## src/rtl/rib_arbiter_pkg.sv

```systemverilog
// Shared definitions for the RIB bus arbiter: FSM states, master indices,
// default timing limits and the round-robin pointer advance helper.
package rib_arbiter_pkg;

    typedef enum logic [1:0] {
        ST_IDLE    = 2'd0,
        ST_OWN     = 2'd1,
        ST_RELEASE = 2'd2
    } arb_state_e;

    localparam int M_DATA  = 0;
    localparam int M_INST  = 1;
    localparam int M_JTAG  = 2;
    localparam int M_OTHER = 3;

    localparam int DEF_MAX_HOLD = 16;
    localparam int DEF_TIMEOUT  = 255;

    // Index that follows idx when counting upward modulo n.
    function automatic int unsigned next_idx(input int unsigned idx, input int unsigned n);
        if (idx + 32'd1 >= n) begin
            return 32'd0;
        end else begin
            return idx + 32'd1;
        end
    endfunction

endpackage

```

## src/rtl/rib_arbiter_rr_pick.sv

```systemverilog
// Round-robin winner search: first requester at or after the pointer,
// searching upward modulo N_MST. Purely combinational.
module rr_pick
    import rib_arbiter_pkg::*;
#(
    parameter int N_MST = 4,
    parameter int IW    = 2
) (
    input  logic [N_MST-1:0] i_req,
    input  logic [IW-1:0]    i_ptr,
    output logic [N_MST-1:0] o_grant,
    output logic [IW-1:0]    o_idx,
    output logic             o_valid
);

    // Walk the request vector starting at the pointer; the first hit wins.
    always_comb begin
        int            w_j;
        logic [IW-1:0] w_j_idx;
        w_j     = 0;
        w_j_idx = '0;
        o_grant = '0;
        o_idx   = '0;
        o_valid = 1'b0;
        for (int k = 0; k < N_MST; k++) begin
            w_j = int'(i_ptr) + k;
            if (w_j >= N_MST) begin
                w_j = w_j - N_MST;
            end else begin
                w_j = w_j;
            end
            w_j_idx = IW'(w_j);
            if (!o_valid && i_req[w_j_idx]) begin
                o_valid          = 1'b1;
                o_grant[w_j_idx] = 1'b1;
                o_idx            = w_j_idx;
            end else begin
                o_valid = o_valid;
            end
        end
    end

endmodule

```

## src/rtl/rib_arbiter.sv

```systemverilog
// RIB bus arbiter: round-robin grant with lock, bounded hold under lock,
// owner timeout and a one-cycle turnover between owners.
module rib_arbiter
    import rib_arbiter_pkg::*;
#(
    parameter int N_MST    = 4,
    parameter int MAX_HOLD = DEF_MAX_HOLD,
    parameter int TIMEOUT  = DEF_TIMEOUT
) (
    input  logic                                    clk,
    input  logic                                    rst_n,
    input  logic [N_MST-1:0]                        req_i,
    input  logic [N_MST-1:0]                        lock_i,
    input  logic                                    done_i,
    output logic [N_MST-1:0]                        grant_o,
    output logic [((N_MST > 1) ? $clog2(N_MST) : 1)-1:0] grant_id_o,
    output logic                                    gnt_valid_o,
    output logic                                    hold_flag_o,
    output logic                                    timeout_o
);

    localparam int IW = (N_MST > 1) ? $clog2(N_MST) : 1;
    localparam int HW = $clog2(MAX_HOLD + 1);
    localparam int TW = $clog2(TIMEOUT + 1);
    localparam logic [N_MST-1:0] INST_MASK = N_MST'(1) << M_INST;

    arb_state_e       r_state;
    logic [IW-1:0]    r_ptr;
    logic [IW-1:0]    r_id;
    logic [N_MST-1:0] r_grant;
    logic             r_valid;
    logic             r_timeout;
    logic [HW-1:0]    r_hold;
    logic [TW-1:0]    r_to;

    logic [N_MST-1:0] w_pick_grant;
    logic [IW-1:0]    w_pick_idx;
    logic             w_pick_valid;
    logic             w_owner_req;
    logic             w_owner_lock;
    logic             w_other_req;
    logic             w_hold_max;
    logic             w_to_hit;
    logic             w_release;
    logic             w_timeout;

    rr_pick #(
        .N_MST (N_MST),
        .IW    (IW)
    ) u_rr_pick (
        .i_req   (req_i),
        .i_ptr   (r_ptr),
        .o_grant (w_pick_grant),
        .o_idx   (w_pick_idx),
        .o_valid (w_pick_valid)
    );

    assign w_owner_req  = |(req_i & r_grant);
    assign w_owner_lock = |(lock_i & r_grant);
    assign w_other_req  = |(req_i & ~r_grant);
    assign w_hold_max   = (r_hold == HW'(MAX_HOLD));
    assign w_to_hit     = (r_to == TW'(TIMEOUT - 1));

    // Decide whether the current owner gives up the bus at the next edge.
    always_comb begin
        w_release = 1'b0;
        w_timeout = 1'b0;
        if (done_i && !w_owner_lock) begin
            w_release = 1'b1;
        end else if (done_i && w_hold_max && w_other_req) begin
            w_release = 1'b1;
        end else if (!w_owner_req) begin
            w_release = 1'b1;
        end else if (!done_i && w_to_hit) begin
            w_release = 1'b1;
            w_timeout = 1'b1;
        end else begin
            w_release = 1'b0;
        end
    end

    // Arbitration FSM with registered grant outputs and hold/timeout counters.
    always_ff @(posedge clk or negedge rst_n) begin
        if (!rst_n) begin
            r_state   <= ST_IDLE;
            r_ptr     <= '0;
            r_id      <= '0;
            r_grant   <= '0;
            r_valid   <= 1'b0;
            r_timeout <= 1'b0;
            r_hold    <= '0;
            r_to      <= '0;
        end else begin
            r_timeout <= 1'b0;
            case (r_state)
                ST_IDLE, ST_RELEASE: begin
                    r_hold <= '0;
                    r_to   <= '0;
                    if (w_pick_valid) begin
                        r_state <= ST_OWN;
                        r_grant <= w_pick_grant;
                        r_id    <= w_pick_idx;
                        r_valid <= 1'b1;
                        r_ptr   <= IW'(next_idx(32'(w_pick_idx), 32'(N_MST)));
                    end else begin
                        r_state <= ST_IDLE;
                        r_grant <= '0;
                        r_valid <= 1'b0;
                    end
                end
                ST_OWN: begin
                    if (w_release) begin
                        r_state   <= ST_RELEASE;
                        r_grant   <= '0;
                        r_valid   <= 1'b0;
                        r_timeout <= w_timeout;
                        r_hold    <= '0;
                        r_to      <= '0;
                    end else begin
                        r_state <= ST_OWN;
                        r_hold  <= w_hold_max ? r_hold : r_hold + HW'(1);
                        r_to    <= done_i ? '0 : r_to + TW'(1);
                    end
                end
                default: begin
                    r_state <= ST_IDLE;
                    r_grant <= '0;
                    r_valid <= 1'b0;
                    r_hold  <= '0;
                    r_to    <= '0;
                end
            endcase
        end
    end

    assign grant_o     = r_grant;
    assign grant_id_o  = r_id;
    assign gnt_valid_o = r_valid;
    assign timeout_o   = r_timeout;

    // The instruction-fetch master alone never stalls the core.
    assign hold_flag_o = (r_valid && (r_id != IW'(M_INST))) || (|(req_i & ~INST_MASK));

endmodule

```

## config.mk

```make
export PLATFORM = sky130hd
export DESIGN_NAME = rib_arbiter
export DESIGN_NICKNAME = d
export VERILOG_FILES = /design/src/rtl/rib_arbiter_pkg.sv /design/src/rtl/rib_arbiter_rr_pick.sv /design/src/rtl/rib_arbiter.sv
export SDC_FILE = /design/constraint.sdc
export NUM_CORES = 1
export LEC_CHECK = 0
export CORE_AREA = 2 2 58 60
export DETAILED_ROUTE_END_ITERATION = 6
export DIE_AREA = 0 0 60 62
export GPL_ROUTABILITY_DRIVEN = 0
export GPL_TIMING_DRIVEN = 0
export PLACE_DENSITY = 0.77
export SYNTH_ARGS = -nofsm -noshare
export SYNTH_HDL_FRONTEND = slang
export SYNTH_HIERARCHICAL = 1
export SYNTH_SLANG_ARGS = --single-unit
```

## constraint.sdc

```tcl
create_clock -name clk -period 3.3 [get_ports clk]
set_input_delay 0.66 -clock clk [delete_from_list [all_inputs] [get_ports clk]]
set_output_delay 0.66 -clock clk [all_outputs]
set_load 0.005 [all_outputs]
```

; Word-level counts from Yosys, hierarchy flattened
; Index checks and enable logic that the tools add are counted.
; Widths: inputs -> output; s select.
[word_totals]
ff_bits = 25
in_bits = 11
output_inout_bits = 9
elab_cells = 127
[classes]
n_addsub = 10
n_lt_le_gt_ge = 13
eq_ne = 7
n_mux = 57
bitwise_logic = 7
n_reduce_logical = 25
[ops]
columns = cell, count
row1 = $mux 1, 24
row2 = $mux 4, 6
row3 = $mux 8, 3
row4 = $mux 2, 10
row5 = $mux 5, 3
row6 = $and 4x4->4, 3
row7 = $ge 3x3->1 const B, 4
row8 = $logic_and 1x1->1, 12
row9 = $lt 2x3->1 const B, 4
row10 = $or 4x4->4, 3
row11 = $reduce_or 4->1, 3
row12 = $add 8x1->8 const B, 1
row13 = $bmux 1 s2, 4
row14 = $demux 1 s2, 4
row15 = $eq 8x8->1 const B, 1
row16 = $ge 2x1->1 const B, 4
row17 = $pmux 4 s2, 1
row18 = $sub 2x1->2 const B, 4
row19 = $add 2x1->3 const B, 2
row20 = $add 2x2->3 const B, 2
row21 = $add 5x1->5 const B, 1
row22 = $eq 5x5->1 const B, 1
row23 = $logic_not 1->1, 5
row24 = $not 4->4, 1
row25 = other kinds (13), 13

; Depth between registers and ports, before layout
; Gate-level depths: netlist of run 1.
[logic_depth]
depth_word = 17
ltp_mapped = 11

; By module
; The synthesis of run 1 kept the hierarchy.
[by_module_without_submodules]
columns = mod, instances, cells_per_inst, area_each_um2, seq_area_each_um2
row1 = rib_arbiter, 1, 119, 1219.9, 625.6
row2 = rr_pick, 1, 45, 421.7, 0.0

; Worst setup path before layout of run 1
; OpenSTA, ideal clock, no wires.
[synth_timing]
path_type = register to register
startpoint = reg r_ptr[0]
endpoint = reg r_ptr[0]
setup_ps = 95
t_arrival_ps = 2394
t_required_ps = 3205
path_slack_ps = 811
stages_incl_launch_ff = 11
n_path_buf = 2
path_cell_list = dfrtp_1 buf_6 inv_1 ha_1 mux4_2 buf_6 nor4b_4 nor2_1 a32o_1 ha_1 o31ai_1
[synth_via]
elab_chain_len = 17
elab_cells_between_ends = 41
cone_classes = 8 x add/sub / 5 x order compare / 21 x mux / 7 x reduce/logical
[synth_rtl]
columns = item, line
row1 = start: declaration, rib_arbiter.sv:28  ; logic [IW-1:0] r_ptr;
row2 = start signal: assignment, rib_arbiter.sv:104  ; r_ptr <= IW'(next_idx(32'(w_pick_idx), 32'(N_MST)));
row3 = branches (longest 13 deep; another with $add 2x1->3), -
row4 = $mux 2 (*), rib_arbiter_rr_pick.sv:33  ; if (!o_valid && i_req[w_j_idx]) begin
row5 = via w_pick_idx[1], rib_arbiter.sv:37  ; logic [IW-1:0] w_pick_idx;
row6 = $add 2x1->3 (*), rib_arbiter_pkg.sv:24  ; return idx + 32'd1;
row7 = $ge 3x3->1 (*), rib_arbiter_pkg.sv:21  ; if (idx + 32'd1 >= n) begin
row8 = $mux 2 (*), rib_arbiter_pkg.sv:21
; Mark *: on every way through the listed nets, which the timed path passes. The select of a mux whose other input is x is not followed.
; A chain may end at the register's enable or synchronous reset.

; Worst setup path after layout of run 1
[layout_timing]
startpoint = reg r_ptr[1]
endpoint = reg r_ptr[0]
; Same word-level chain as after synthesis.

==> results of run 1 <==
-- final timing paths --
kind | end | slack (ns)
max reg2reg | r_ptr[0] | 0.53
max | r_ptr[0] | 0.53
max in group asynchronous | r_to[5] | 1.71
min | grant_id_o[1] | 0.53
min in group asynchronous | r_state[1] | 0.92
min reg2reg | grant_id_o[1] | 0.53
-- area by class of cell --
type | instances | area share (%)
Buffer | 5 | 2.35
Clock buffer | 3 | 1.17
Clock inverter | 1 | 0.391
Inverter | 11 | 2.15
Multi-Input combinational cell | 123 | 48.4
Sequential cell | 25 | 32.6
Tap cell | 46 | 3.00
Timing Repair Buffer | 19 | 9.91
-- kinds of logic after synthesis --
family	count (synthesis)
xor gates and xnor gates	10
adders and majority gates	10
buffers and inverters	16
muxes	8
and+or+nand+nor	63
DFF	25
AOI/OAI and AO/OA	32
-- state kept, by name (all words and copies together) (netlist names) --
| name | flops |
|---|---|
| gnt_valid_o | 1 |
| grant_id_o | 2 |
| grant_o | 4 |
| r_hold | 5 |
| r_ptr | 2 |
| r_state | 2 |
| r_to | 8 |
| timeout_o | 1 |
-- critical path, cell delays in order, from the launching register on --
cell and delay, ns:
sky130_fd_sc_hd__dfrtp_1 0.55, sky130_fd_sc_hd__inv_1 0.15, sky130_fd_sc_hd__ha_1 0.40, sky130_fd_sc_hd__mux4_2 0.34, sky130_fd_sc_hd__buf_6 0.16, sky130_fd_sc_hd__nor4b_4 0.36, sky130_fd_sc_hd__nor2_1 0.09, sky130_fd_sc_hd__a32o_1 0.24
sky130_fd_sc_hd__ha_1 0.18, sky130_fd_sc_hd__o31ai_1 0.22
-- Yosys cell counts, types with 5 or more instances --
library cell              count
sky130_fd_sc_hd__nand3_1      8
sky130_fd_sc_hd__nor2_1      12
sky130_fd_sc_hd__nand2_1     17
sky130_fd_sc_hd__a22oi_1     12
sky130_fd_sc_hd__dfrtp_1     25
sky130_fd_sc_hd__ha_1        10
sky130_fd_sc_hd__nor3_1       6
sky130_fd_sc_hd__inv_1       11
sky130_fd_sc_hd__o21ai_0      7
sky130_fd_sc_hd__xor2_1       7
sky130_fd_sc_hd__nor2b_1      5
sky130_fd_sc_hd__o31ai_1      7
-- per-layer routing --
| layer | routed length, um | global-route usage, % |
|---|---|---|
| met4 | 82 | 7.94 |
| met2 | 1770 | 35.9 |
| met3 | 126 | 2.69 |
| met1 | 1460 | 23.7 |
| met5 | 0 | 0 |
-- cells in the final DEF, fill, tap and decap left out, types with 2 or more instances in the layout --
master	netlist	final
sky130_fd_sc_hd__mux4_2	2	2
sky130_fd_sc_hd__o31ai_1	7	7
sky130_fd_sc_hd__o21ai_0	7	7
sky130_fd_sc_hd__buf_6	3	3
sky130_fd_sc_hd__nor3_1	6	6
sky130_fd_sc_hd__inv_1	11	11
sky130_fd_sc_hd__mux2i_1	3	3
sky130_fd_sc_hd__nor4_1	2	2
sky130_fd_sc_hd__clkbuf_4	0	3
sky130_fd_sc_hd__dfrtp_1	25	25
sky130_fd_sc_hd__a22oi_1	12	12
sky130_fd_sc_hd__mux4_1	2	2
sky130_fd_sc_hd__nor2b_1	5	5
sky130_fd_sc_hd__nand2b_1	3	3
sky130_fd_sc_hd__nand2_1	17	17
sky130_fd_sc_hd__clkdlybuf4s50_1	0	19
sky130_fd_sc_hd__nand4_1	2	2
sky130_fd_sc_hd__xor2_1	7	7
sky130_fd_sc_hd__nor2_1	12	12
sky130_fd_sc_hd__ha_1	10	10
sky130_fd_sc_hd__xnor2_1	3	3
sky130_fd_sc_hd__nand3_1	8	8
-- power breakdown --
part / switching [mW] / total, mW / leakage, nW / internal (mW)
clock network: 0.0917 / 0.138 / 0.0139 / 0.0463
registers: 0.0653 / 0.436 / 0.335 / 0.371
logic: 0.433 / 0.810 / 0.447 / 0.377
total: 0.590 / 1.38 / 0.796 / 0.794
==> reports/results.tsv, run 1 <==
stage	metric	value	unit
place	placed insts	229	
worst_setup_path	Critical R2R Launch	r_ptr[1]	
yosys	Post-Synthesis Mean Instance Area	10.0	um2
yosys	number of unique standard cell types used by synthesis	37	
hold_path	Hold/Removal Path Class	reg2reg	
yosys	dominant register cell in the synthesized netlist	sky130_fd_sc_hd__dfrtp_1	
grt	initial antenna violation count	0	
clock_network	clock insertion delay at the later pin of the skew report	0.32	ns
finish	Fillers	277	
route	remaining routing DRC violations	0	
yosys	count of warnings emitted by yosys	6	
yosys	top cell type by total area after synthesis	sky130_fd_sc_hd__dfrtp_1	
worst_setup_path	startpoint types	flip-flop	
yosys	Yosys reg bits	25	
route	vias	1336	
floorplanning	area of the die	3720	um2
yosys	xor/xnor share of the synthesized area	5.34	%
power	ratio of total power to cell area	721	nW/um2
floorplanning	number of core rows	21	
grt	sum of overflow across all layers after global routing	0	
grt	maximum number of pins on one net before global-route repair	26	
grt	via count of the first global-routing pass	1243	
worst_setup_path	CP Capture Type	flip-flop	
sta	final number of max-transition violations	0	
finish	Nets	209	
yosys	dominant cells by area after synthesis	sky130_fd_sc_hd__dfrtp_1, sky130_fd_sc_hd__ha_1, sky130_fd_sc_hd__a22oi_1	
yosys	Post-synth EDFFs	0	
route	Wirelength per Cell	14.8	um
route	ratio of routed vias to standard cells	5.73	
job	number of max-cap violations	0	
finish	proportion of layout cells with a drive suffix above 1	9.63	%
floorplanning	Core ar.	3180	um2
power	IR Drop Worst-Case VDD	364	uV
clock_network	clock root buffer master	sky130_fd_sc_hd__clkbuf_4	
place	half-perimeter wire length after detailed placement	2680	um
yosys	synthesized instance count	164	
hold_path	Cells on Worst Hold Path	2	
route	Final Routed Wirelength	3450	um
clock_network	number of instances resized during post-cts repair	0	
place	pre-CTS setup slack	0.216	ns
status	run status	complete, no violations	
clock_network	buffer depth of the longest clock path	2	
sta	final setup violating endpoints	0	
floorplanning	overall die width	60	um
yosys	fraction of registers with async set/reset	100	%
yosys	combinational family with the most area after synthesis	simple AND/OR/NAND/NOR gates	
sta	final critical delay including setup and external delays	2.77	ns
finish	multi-input combinational cell area	930	um2
sta	unrepaired setup endpoints after global routing	false	
sta	worst slew margin relative to its limit	25.5	%
sta	final-layout worst hold slack	0.532	ns
clock_network	number of buffers created by CTS	3	
yosys	adder and majority gate portion of the synthesized area	7.62	%
yosys	post-synthesis sequential area ratio	38.1	%
route	Detailed Routing Iterations Pass 1	4	
yosys	Post-Synthesis Cell Area	1640	um2
yosys	area share of the largest cell type after synthesis	38.1	%
worst_setup_path	critical path fanouts, max	10	
grt	first-pass GRT wire length	5420	um
worst_setup_path	Crit. Startpoint	r_ptr[1]	
finish	post-route insts no fill	233	
sta	count of final hold-check violations	0	
sta	achievable frequency	0.360	GHz
hold_path	worst min-delay path startpoint	grant_id_o[1]	
sta	Least-Margin Pin Slew	1.11	ns
worst_setup_path	Crit Path Class	reg2reg	
clock_network	clk slew on worst S/H paths	0.13	ns
floorplanning	die span in y	62	um
clock_network	H-tree level count	1	
grt	GRT Total Usage	19.8	%
worst_setup_path	R2R depth	9	
yosys	simple logic cell fraction of the synthesized area	21.2	%
clock_network	TritonCTS clock tree	built	
worst_setup_path	worst path required time	3.53	ns
yosys	number of nets produced by synthesis	185	
route	remaining antenna violation count after routing	0	
finish	ant diodes	0	
sta	final cycle utilization of the critical path	84.1	%
sta	Fin Clk Skew	0.0133	ns
finish	layout overhead on the synthesized area	16.9	%
worst_setup_path	Arrival @ worst endpoint	3.01	ns
clock_network	Post-CTS Setup Inserts	0	
place	post-placement cell area	1890	um2
clock_network	hold-fix buffer count after cts	0	
sta	setup slack after layout	0.525	ns
yosys	Synth Area in Compound Gates	14.0	%
floorplanning	number of placed I/O pins	20	
finish	storage element area	626	um2
place	Port-buffer cells	19	
route	First DRT Iteration DRCs	216	
finish	total non-filler cell area in the finished layout	1920	um2
yosys	proportion of synthesized area in mux cells	8.46	%
power	total power after layout	1.38	mW
power	total leakage power	0.796	nW
sta	total negative slack for setup checks	0	ns
finish	final core utilization	60.4	%
clock_network	count of clock tree sinks	25	
floorplanning	initial core utilization	51.6	%
Note: power is estimated with default switching activity, not from simulation.
==> run 2, diff against run 1 <==
clock period = 2.8 ns   (was 3.3 ns; I/O delays follow)
==> run 2 against run 1 <==
Worst hold slack about the same. Sequential share of layout area hardly changed. Die area is the same. Cell count rose by 0.43%. Critical endpoint unchanged. Clock-buffer cell count unchanged. Register-to-register slack lost 0.38 ns. Clock power increased by 17%. Largest cell class unchanged.
==> reports/results.tsv, run 2 (synthesized netlist as in run 1, its figures left out) <==
stage	metric	value	unit	change
grt	GRT Total Usage	19.8	%	unchanged
worst_setup_path	dominant delay contributor by cell family on the critical path	adder cells		
clock_network	count of clock tree sinks	25		unchanged
sta	Least-Margin Pin Slew	1.11	ns	-0.00179 ns
power	Sw Pwr	698	uW	+18%
grt	via count of the first global-routing pass	1243		unchanged
status	run status	complete, no violations		
sta	count of final hold-check violations	0		unchanged
job	number of max-cap violations	0		unchanged
power	part of the total power dissipated in the clock network	9.9	%	about the same
route	remaining routing DRC violations	0		unchanged
clock_network	buffer depth of the longest clock path	2		unchanged
sta	final cycle utilization of the critical path	94.7	%	+11 points
clock_network	clk slew on worst S/H paths	0.12	ns	about the same
finish	register bank with the most flops	r_to		
sta	setup slack after layout	0.148	ns	-0.378 ns
worst_setup_path	Crit. Startpoint	r_ptr[0]		
finish	flip-flop count of the largest register, all copies and words added	8		unchanged
clock_network	TritonCTS clock tree	built		
sta	Fin Clk Skew	0.0136	ns	+0.000323 ns
sta	achievable frequency	0.377	GHz	+4.6%
power	total power after layout	1.64	mW	+19%
route	Wirelength per Cell	14.9	um	+0.76%
grt	sum of overflow across all layers after global routing	0		unchanged
sta	total negative slack for setup checks	0	ns	unchanged
worst_setup_path	Register-to-Register Setup Slack	0.15	ns	-0.38 ns
clock_network	H-tree level count	1		unchanged
power	Sw Ratio	42.5	%	-0.15 points
finish	most frequent cells in the layout	sky130_fd_sc_hd__dfrtp_1, sky130_fd_sc_hd__clkdlybuf4s50_1, sky130_fd_sc_hd__nand2_1		
worst_setup_path	critical path capture point	r_ptr[0]		
sta	final number of max-transition violations	0		unchanged
grt	first-pass GRT wire length	5420	um	unchanged
power	ratio of total power to cell area	852	nW/um2	+18%
worst_setup_path	number of cells on the critical path	10		+1
floorplanning	overall die width	60	um	unchanged
sta	final critical delay including setup and external delays	2.65	ns	-0.122 ns
worst_setup_path	Critical-path top delay cell	sky130_fd_sc_hd__dfrtp_2		
power	IR Drop Worst-Case VDD	429	uV	+18%
floorplanning	number of core rows	21		unchanged
place	Port-buffer cells	19		unchanged
finish	most common cell after layout, fill and taps aside	sky130_fd_sc_hd__dfrtp_1		
finish	final core utilization	60.7	%	+0.31 points
place	pre-CTS setup slack	-0.184	ns	-0.400 ns
finish	ant diodes	0		unchanged
finish	post-route insts no fill	234		+0.43%
route	Final Routed Wirelength	3490	um	+1.2%
sta	final setup violating endpoints	0		unchanged
worst_setup_path	cell breakdown of the critical path	buf_6 > inv_1 > ha_1 > mux4_2 > buf_6 > nor4b_4 > nor2_1 > a32o_1 > ha_1 > o31ai_1		
place	half-perimeter wire length after detailed placement	2680	um	unchanged
route	remaining antenna violation count after routing	0		unchanged
power	design internal power	946	uW	+19%
finish	Nets	210		+0.48%
clock_network	clock insertion delay at the later pin of the skew report	0.32	ns	about the same
worst_setup_path	largest incremental delay on the critical path	0.43	ns	-0.12 ns
route	Detailed Routing Iterations Pass 1	4		unchanged
grt	initial antenna violation count	0		unchanged
worst_setup_path	CP Capture Type	flip-flop		
worst_setup_path	CP bufs+invs	3		+1
worst_setup_path	R2R depth	10		+1
finish	multi-input combinational cell area	930	um2	unchanged
floorplanning	number of placed I/O pins	20		unchanged
floorplanning	area of the die	3720	um2	unchanged
worst_setup_path	critical path fanouts, max	10		unchanged
sta	worst slew margin relative to its limit	25.7	%	+0.12 points
clock_network	number of buffers created by CTS	3		unchanged
power	combinational share of power	58.7	%	+0.2 points
floorplanning	initial core utilization	51.6	%	unchanged
place	post-placement cell area	1890	um2	unchanged
route	ratio of routed vias to standard cells	5.73		about the same
grt	maximum number of pins on one net before global-route repair	26		unchanged
clock_network	clock root buffer master	sky130_fd_sc_hd__clkbuf_4		
sta	unrepaired setup endpoints after global routing	false		
worst_setup_path	Critical R2R Launch	r_ptr[0]		
sta	final-layout worst hold slack	0.532	ns	-0.0000750 ns
finish	proportion of layout cells with a drive suffix above 1	11.2	%	+1.5 points
worst_setup_path	Arrival @ worst endpoint	2.88	ns	-0.13 ns
worst_setup_path	FF-to-FF End	r_ptr[0]		
finish	storage element area	628	um2	+0.40%
finish	total non-filler cell area in the finished layout	1930	um2	+0.52%
route	First DRT Iteration DRCs	168		-22%
finish	layout overhead on the synthesized area	17.5	%	
clock_network	hold-fix buffer count after cts	0		unchanged
hold_path	Hold/Removal Path Class	reg2reg		
power	Flop pwr share	31.4	%	about the same
floorplanning	Core ar.	3180	um2	unchanged
power	total leakage power	0.799	nW	+0.39%
floorplanning	die span in y	62	um	unchanged
place	placed insts	229		unchanged
route	vias	1341		+0.37%
worst_setup_path	Crit Path Class	reg2reg		
worst_setup_path	worst path required time	3.03	ns	-0.50 ns
finish	Fillers	275		-0.72%
worst_setup_path	startpoint types	flip-flop		
==> run 2: changes by cell type in the layout (fill, tap and decap cells not counted), sizes merged <==
cell	delta
buf	+1
==> run 2: power groups by stage <==
| stage | registers (mW) | logic (mW) | clock network [mW] |
|---|---|---|---|
| 2_1_floorplan | 0.507 | 0.688 | 0 |
| 3_3_place_gp | 0.513 | 0.904 | 0 |
| 3_5_place_dp | 0.523 | 0.941 | 0 |
| 4_1_cts | 0.515 | 0.944 | 0.173 |
| 5_1_grt | 0.527 | 1.06 | 0.184 |
| 6_report | 0.516 | 0.965 | 0.162 |
==> run 2: worst register-to-register path, stage by stage, from the launching register on <==
cell and delay (ns):
sky130_fd_sc_hd__dfrtp_2 0.43, sky130_fd_sc_hd__buf_6 0.17, sky130_fd_sc_hd__inv_1 0.07, sky130_fd_sc_hd__ha_1 0.37, sky130_fd_sc_hd__mux4_2 0.34, sky130_fd_sc_hd__buf_6 0.16
sky130_fd_sc_hd__nor4b_4 0.31, sky130_fd_sc_hd__nor2_1 0.09, sky130_fd_sc_hd__a32o_1 0.23, sky130_fd_sc_hd__ha_1 0.18, sky130_fd_sc_hd__o31ai_1 0.22
==> run 2: worst min-delay path by stage <==
| stage | start | endpoint | slack, ns | depth (start not counted) |
|---|---|---|---|---|
| finish | grant_id_o[1] | grant_id_o[1] | 0.53 | 2 |
| global route | grant_id_o[0] | grant_id_o[0] | 0.56 | 2 |
| CTS | grant_id_o[1] | grant_id_o[1] | 0.53 | 2 |
| detailed placement | grant_id_o[1] | grant_id_o[1] | 0.50 | 2 |
| global placement | grant_id_o[0] | grant_id_o[0] | 0.47 | 2 |
| floorplan | rst_n | gnt_valid_o | 0.26 | 0 |
==> run 2: metal layers <==
metal / share of wire [%] / global-route usage, %
met3: 3.4 / 2.69
met4: 2.3 / 7.94
met5: 0 / 0
met1: 42 / 23.7
met2: 52 / 35.9
==> run 2: area by class of cell <==
cell class              count  area share (%)
clock buffers               3            1.17
inverters                  11            2.14
plain buffers               5            2.33
clock inverters             1           0.389
repair buffers             20            10.2
flip-flops and latches     25            32.6
well taps                  46            2.98
multi-input cells         123            48.2
==> run 2: what timing repair did <==
action | 4_1_cts | 5_1_grt
setup buffers | 0 | 1
endpoints found under the setup margin | 0 | 2
resized for setup | 0 | 2
